$ cat src/rtl/bcd_clock_core.sv
// 24-hour BCD time-of-day counter with RUN / SET_HOUR / SET_MIN mode control.
// Optional field blinking in set states is enabled by defining SET_BLINK_EN.
module bcd_clock_core #(
  parameter int TICK_DIV = 100000000
) (
  input  logic        clk,
  input  logic        rst_n,
  input  logic        run,
  input  logic        mode_btn,
  input  logic        inc_btn,
  output logic [15:0] data,
  output logic [7:0]  sec_bcd,
  output logic        sec_tick,
  output logic        colon,
  output logic [1:0]  mode
);

  localparam int PW = (TICK_DIV > 1) ? $clog2(TICK_DIV) : 1;

  typedef enum logic [1:0] {
    ST_RUN      = 2'b00,
    ST_SET_HOUR = 2'b01,
    ST_SET_MIN  = 2'b10
  } state_t;

  state_t          state_q, state_d;
  logic            mode_s1_q, mode_s1_d, mode_s2_q, mode_s2_d, mode_prev_q, mode_prev_d;
  logic            inc_s1_q, inc_s1_d, inc_s2_q, inc_s2_d, inc_prev_q, inc_prev_d;
  logic [PW-1:0]   presc_q, presc_d;
  logic [7:0]      hour_q, hour_d, min_q, min_d, sec_q, sec_d;
  logic            sec_tick_q, sec_tick_d;
  logic            colon_q, colon_d;
  logic [15:0]     data_q, data_d;
  logic            mode_press, inc_press;
  logic [8:0]      sec_nx, min_nx;

  // Increment a 00..59 BCD pair; bit 8 is the carry out of 59 -> 00.
  function automatic logic [8:0] inc_bcd60(input logic [7:0] v);
    if (v[3:0] != 4'd9)      return {1'b0, v[7:4], v[3:0] + 4'd1};
    else if (v[7:4] != 4'd5) return {1'b0, v[7:4] + 4'd1, 4'd0};
    else                     return {1'b1, 8'h00};
  endfunction

  function automatic logic [7:0] inc_bcd24(input logic [7:0] v);
    if (v == 8'h23)          return 8'h00;
    else if (v[3:0] == 4'd9) return {v[7:4] + 4'd1, 4'd0};
    else                     return {v[7:4], v[3:0] + 4'd1};
  endfunction

  assign mode_press = mode_s2_q & ~mode_prev_q;
  assign inc_press  = inc_s2_q & ~inc_prev_q;

`ifdef SET_BLINK_EN
  localparam int HALF = (TICK_DIV >= 2) ? TICK_DIV / 2 : 1;
  logic [PW-1:0] blink_cnt_q, blink_cnt_d;
  logic          phase_q, phase_d;

  // Blink timer restarts whenever the edited field changes or a value is bumped.
  always_comb begin
    blink_cnt_d = blink_cnt_q;
    phase_d     = phase_q;
    if (state_d == ST_RUN || state_d != state_q || inc_press) begin
      blink_cnt_d = '0;
      phase_d     = 1'b0;
    end else if (blink_cnt_q == PW'(HALF - 1)) begin
      blink_cnt_d = '0;
      phase_d     = ~phase_q;
    end else begin
      blink_cnt_d = blink_cnt_q + PW'(1);
    end
  end

  always_ff @(posedge clk or negedge rst_n) begin
    if (!rst_n) begin
      blink_cnt_q <= '0;
      phase_q     <= 1'b0;
    end else begin
      blink_cnt_q <= blink_cnt_d;
      phase_q     <= phase_d;
    end
  end
`endif

  always_comb begin
    mode_s1_d   = mode_btn;
    mode_s2_d   = mode_s1_q;
    mode_prev_d = mode_s2_q;
    inc_s1_d    = inc_btn;
    inc_s2_d    = inc_s1_q;
    inc_prev_d  = inc_s2_q;
    state_d     = state_q;
    presc_d     = presc_q;
    hour_d      = hour_q;
    min_d       = min_q;
    sec_d       = sec_q;
    sec_tick_d  = 1'b0;
    colon_d     = colon_q;
    sec_nx      = inc_bcd60(sec_q);
    min_nx      = inc_bcd60(min_q);

    // A mode press always wins over counting and over a coincident inc press.
    case (state_q)
      ST_RUN: begin
        if (mode_press) begin
          state_d = ST_SET_HOUR;
          colon_d = 1'b1;
        end else if (run) begin
          if (presc_q == PW'(TICK_DIV - 1)) begin
            presc_d    = '0;
            sec_tick_d = 1'b1;
            colon_d    = ~colon_q;
            sec_d      = sec_nx[7:0];
            if (sec_nx[8]) begin
              min_d = min_nx[7:0];
              if (min_nx[8]) hour_d = inc_bcd24(hour_q);
            end
          end else begin
            presc_d = presc_q + PW'(1);
          end
        end
      end
      ST_SET_HOUR: begin
        if (mode_press)     state_d = ST_SET_MIN;
        else if (inc_press) hour_d  = inc_bcd24(hour_q);
      end
      ST_SET_MIN: begin
        if (mode_press) begin
          state_d = ST_RUN;
          sec_d   = 8'h00;
          presc_d = '0;
        end else if (inc_press) begin
          min_d = min_nx[7:0];
        end
      end
      default: state_d = ST_RUN;
    endcase

    data_d = {hour_d, min_d};
`ifdef SET_BLINK_EN
    if (phase_d && state_d == ST_SET_HOUR) data_d[15:8] = 8'hFF;
    if (phase_d && state_d == ST_SET_MIN)  data_d[7:0]  = 8'hFF;
`endif
  end

  always_ff @(posedge clk or negedge rst_n) begin
    if (!rst_n) begin
      state_q     <= ST_RUN;
      mode_s1_q   <= 1'b0;
      mode_s2_q   <= 1'b0;
      mode_prev_q <= 1'b0;
      inc_s1_q    <= 1'b0;
      inc_s2_q    <= 1'b0;
      inc_prev_q  <= 1'b0;
      presc_q     <= '0;
      hour_q      <= 8'h00;
      min_q       <= 8'h00;
      sec_q       <= 8'h00;
      sec_tick_q  <= 1'b0;
      colon_q     <= 1'b0;
      data_q      <= 16'h0000;
    end else begin
      state_q     <= state_d;
      mode_s1_q   <= mode_s1_d;
      mode_s2_q   <= mode_s2_d;
      mode_prev_q <= mode_prev_d;
      inc_s1_q    <= inc_s1_d;
      inc_s2_q    <= inc_s2_d;
      inc_prev_q  <= inc_prev_d;
      presc_q     <= presc_d;
      hour_q      <= hour_d;
      min_q       <= min_d;
      sec_q       <= sec_d;
      sec_tick_q  <= sec_tick_d;
      colon_q     <= colon_d;
      data_q      <= data_d;
    end
  end

  assign data     = data_q;
  assign sec_bcd  = sec_q;
  assign sec_tick = sec_tick_q;
  assign colon    = colon_q;
  assign mode     = state_q;

endmodule

$ cat config.mk
export PLATFORM = sky130hd
export DESIGN_NAME = bcd_clock_core
export DESIGN_NICKNAME = d
export VERILOG_FILES = /design/src/rtl/bcd_clock_core.sv
export SDC_FILE = /design/constraint.sdc
export NUM_CORES = 1
export LEC_CHECK = 0
export BUFFER_PORTS_ARGS = -buffer_cell sky130_fd_sc_hd__buf_4
export CAP_MARGIN = 25
export CORE_MARGIN = 2
export CORE_UTILIZATION = 36
export CTS_BUF_LIST = sky130_fd_sc_hd__clkbuf_8 sky130_fd_sc_hd__clkbuf_16
export DETAILED_ROUTE_END_ITERATION = 10
export MAX_ROUTING_LAYER = met4
export SLEW_MARGIN = 5
export SYNTH_ARGS = -nofsm -noshare
export SYNTH_HDL_FRONTEND = slang
export SYNTH_SLANG_ARGS = --single-unit
$ cat constraint.sdc
create_clock -name clk -period 2.5 [get_ports clk]
set_clock_uncertainty 0.1 [all_clocks]
set_input_delay 0.25 -clock clk [delete_from_list [all_inputs] [get_ports clk]]
set_output_delay 0.25 -clock clk [all_outputs]
set_load 0.005 [all_outputs]
# After elaboration in Yosys (flattened, before gate mapping)
# Cells that the tools add are included.
# totals
register_bits,77
output_inout_bits,28
input_bits,5
word_cells,94
# op_classes
eq_ne,16
reduce_logical,9
n_addsub,7
bitwise_logic,5
muxes,42
# ops
op,n
$mux 8,19
$mux 27,4
$pmux 27 s2,1
$pmux 8 s2,3
$mux 9,4
$add 27x1->27 const B,1
$eq 27x27->1 const B,1
$add 4x1->4 const B,6
$ne 2x2->1 const B,7
$eq 8x6->1 const B,1
$ne 4x3->1 const B,2
$ne 4x4->1 const B,2
$mux 1,7
$mux 2,3
$pmux 2 s3,1
$reduce_and 3->1,2
$reduce_and 6->1,1
$reduce_bool 2->1,3
$reduce_and 5->1,1
$eq 4x4->1 const B,1
$reduce_and 4->1,1
$not 1->1,3
$and 1x1->1,2
$eq 2x1->1 const B,1
other kinds (2),2

# Depth between registers and ports, before layout
# depth
depth_word,9
ltp_mapped,9
depth_no_buf,8

# Worst setup path before layout
# OpenSTA, ideal clock, no wires.
# synth_path
kind,reg2reg
start,register presc_q[0]
end,register with a tool-made name
t_arrival_ns,2.198
stages_incl_launch_ff,9
n_path_buf,1
synth_period_minus_slack_ns,2.423
setup_slack_ns,0.077
setup_time_ns,0.125
required_time_ns,2.275
path_cell_list,dfrtp_1 -> ha_1 -> nand3_1 -> or4_4 -> nor4_2 -> or2_1 -> buf_4 -> nand2_2 -> mux2_4
# synth_rtl
item,line,text
start: declaration,29,"logic [PW-1:0] presc_q, presc_d;"
start signal: assignment,169,presc_q <= presc_d;

# Worst setup path in the final report
# layout_path
start,register presc_q[17]
end,register presc_q[16]
# layout_between
elab_chain_cells,5
# layout_rtl
item,line,text
$eq 27x27->1,108,if (presc_q == PW'(TICK_DIV - 1)) begin
$mux 27,108,
$mux 27,107,end else if (run) begin
$mux 27,104,if (mode_press) begin
$pmux 27 s2,102,case (state_q)
# No other way between the ends. The select of a mux whose other input is x is not followed.
# A chain may end at the register's enable or synchronous reset.

==> impl_metrics.toml <==
[outcome]
status = "complete, no violations"

[logic_synthesis]
synth_sequential_area_ratio = 0.470
portion_of_netlist_area_occupied_by_mux_cells = 0.0181
yosysTopAreaCellShare = 0.470
synthXorXnorAreaFrac = 0.0566
synth_most_common_cell = "sky130_fd_sc_hd__dfrtp_1"
syn_nets = 358
synth_compound_gate_area_share = 0.111
synthFlopType = "sky130_fd_sc_hd__dfrtp_1"
ys_warnings = 0
postSynthRegisterBits = 61
syn-cell-area_um2 = 3250
yosysTopAreaCell = "sky130_fd_sc_hd__dfrtp_1"
synthSimpleGateAreaFrac = 0.268
synth.avg_cell_area_um2 = 9.56
postSynthCellCount = 340
synth.top_cells.by_count = "sky130_fd_sc_hd__dfrtp_1 (61), sky130_fd_sc_hd__nor2_1 (39), sky130_fd_sc_hd__nand2_1 (36)"
synth_adder_area_share = 0.0500
synth_edf_count = 0
async_reset_ff_frac = 1.00
synth.distinct_cells = 59
synth_top_family_by_area = "simple AND/OR/NAND/NOR gates"
synth_top_cells_by_area = "sky130_fd_sc_hd__dfrtp_1 (47%), sky130_fd_sc_hd__ha_1 (5.0%), sky130_fd_sc_hd__nor2_1 (4.5%)"

[power_and_ir_drop]
internal_mw = 1.96
power.switching_mw = 1.00
power.share.sequential = 0.438
combPwrFrac = 0.285
switching_fraction = 0.339
clock_network_fraction_of_total_power = 0.277
power.static_leakage_nw = 1.84
power.density_nw_per_um2 = 737
peakVddDrop_mv = 0.328
post-layout-total-power_mw = 2.96

[setup_path]
combined_buffer_and_inverter_count_along_the_critical_path = 1
critical_path.slowest_cell = "sky130_fd_sc_hd__or4_4"
slowest_delay_ns = 0.49
kind_of_end_point_of_the_critical_path = "flop"
cp-start-kind = "flop"
critical_path_class = "reg -> reg"
crit_path_cell_trace = "or3b_1, or4_4, or2_2, a21oi_2, buf_12, nor2_1"
critical-path-top-delay-family = "simple AND/OR/NAND/NOR gates"
crit_path_arrival_time_ns = 2.51
worstPathMaxFanout = 19
worstPathRequired_ns = 2.63

[route]
first_iter_violations = 107
totalWireLength_um = 7090
vias_per_cell = 5.19
route.detailed.drc = 0
routed-via-count = 2656
routed_wire_length_per_instance_um = 13.9
detailedRoute.firstPassIterationCount = 4
ant_nets = 0

[timing]
fin_crit_sh = 0.950
maxSlewHeadroom = 0.488
finalSetupViolations = 0
finalMaxSlewViolations = 0
maxClockFrequency_ghz = 0.421
worst-slew-pin-transition_ns = 0.767
timing.final.crit_period_ns = 2.37
timing.hold.ws_ns = 0.230
finalHoldViolations = 0

[global_route]
grt_antenna_before_repair = 0
use_met1 = 0.218
global_route.usage.met3 = 0.0411
grt.total_usage = 0.158
grt_start_max_net_pins = 62
total_overflow_reported_by_the_global_router = 0
grt_pass1_vias = 2499
grt-busiest-layer = "met2"
grt_pass1_wl_um = 11900
grt.met2_usage = 0.218

[layout]
diodes = 0
number_of_filler_cells_placed_in_the_layout = 822
final_layout_size_suffix_gt1_frac = 0.238
finish.net_count = 418
area_delta_synth_final_pct = 23.4
post-route-util = 0.460

[floorplanning]
ioPinCount = 33
floorplan.die_area_um2 = 9810
initial_utilization = 0.373
die_x_um = 99.0
placeableCoreArea_um2 = 8720
die_h_um = 99.0
row_count = 34

[hold_path]
min_path_type = "in -> reg"

[run]
drv.max_cap_violation_count = 0

[clock_network]
tritoncts.num_buffers = 9
clock_root_buffer_master = "sky130_fd_sc_hd__clkbuf_8"
htreeDepth = 3
clk_pin_slew_ns = 0.07
tritoncts = "yes"
ctsLongestPathBuffers = 2
total_setup_buffers_inserted_after_cts = 0
worst_skew_pair.late_latency_ns = 0.35
clock_sink_count = 61

[placement]
routabilityCongestion = 0.832
hpwlAfterDp_um = 5090
io_buffer_count = 32
==> cell families after synthesis <==
family | count (synthesis)
buf+inv | 19
fa+ha+maj | 13
simple gates | 165
xor+xnor | 21
flops | 61
mux | 5
compound gates | 56
==> worst min-delay path, delay by kind of cell <==
family                 cells  cell delay [ns]
AO/OA/AOI/OAI              1             0.12
buffers and inverters      2             0.14
AND/OR/NAND/NOR            1             0.12
==> final cells by class <==
type	instances	area, um^2	share of cell area
Clock buffer	9	124	0.0309
Sequential cell	61	1530	0.380
Inverter	8	30.0	0.00748
Tap cell	108	135	0.0337
Timing Repair Buffer	60	470	0.117
Clock inverter	6	57.6	0.0143
Multi-Input combinational cell	260	1670	0.416
==> metrics by stage <==
stage	area (um^2)	TNS, ns	worst slack, ns	std cells
final	4010	0	0.125	512
after floorplan	3250	0	0.0765	340
after detailed placement	3770	-0.00853	-0.00853	494
after global routing	4010	-0.0441	-0.0441	512
after CTS	3990	0	0.0617	512
after global placement	3770	0	0.0613	494
==> worst paths after layout <==
kind	slack [ns]	from	depth (start not counted)	end
max in group asynchronous	1.37	rst_n	2	asynchronous set/reset pin
worst min register to register	0.25	mode_s1_q	0	mode_prev_d
worst max-delay path	0.13	presc_q[17]	6	presc_q[16]
min in group asynchronous	0.42	rst_n	2	mode_s1_q
worst max register to register	0.13	presc_q[17]	6	presc_q[16]
worst min-delay path	0.23	run	4	colon
==> power by group through the flow <==
stage | clock network, mW | registers, mW | logic [mW]
floorplan | 0 | 1.28 | 0.455
global placement | 0 | 1.30 | 0.806
detailed placement | 0 | 1.31 | 0.835
CTS | 0.859 | 1.29 | 0.841
global route | 0.894 | 1.32 | 0.949
finish | 0.819 | 1.29 | 0.844
==> cell usage in the layout (no fill, tap or decap), drive strengths merged, types with 6 or more instances in the layout <==
cell and count:
a21oi 7, clkbuf 9, nand3 20, buf 57, nand4 11, dfrtp 61, nor2 41, o21ai 28
inv 10, xor2 16, nor4 6, ha 13, nand2 37, nor3 12
==> timing repair <==
item,4_1_cts,5_1_grt
gates resized for setup,2,4
hold endpoints to repair,63,0
pin swaps,0,2
hold buffers,3,0
setup endpoints to repair,2,9
==> metal layers <==
layer | routed length (um) | vias to the layer above
met4 | 93 | 0
li1 | - | 1327
met1 | 3610 | 1285
met3 | 220 | 11
met5 | 0 | -
met2 | 3170 | 33
Note: power is estimated with default switching activity, not from simulation.
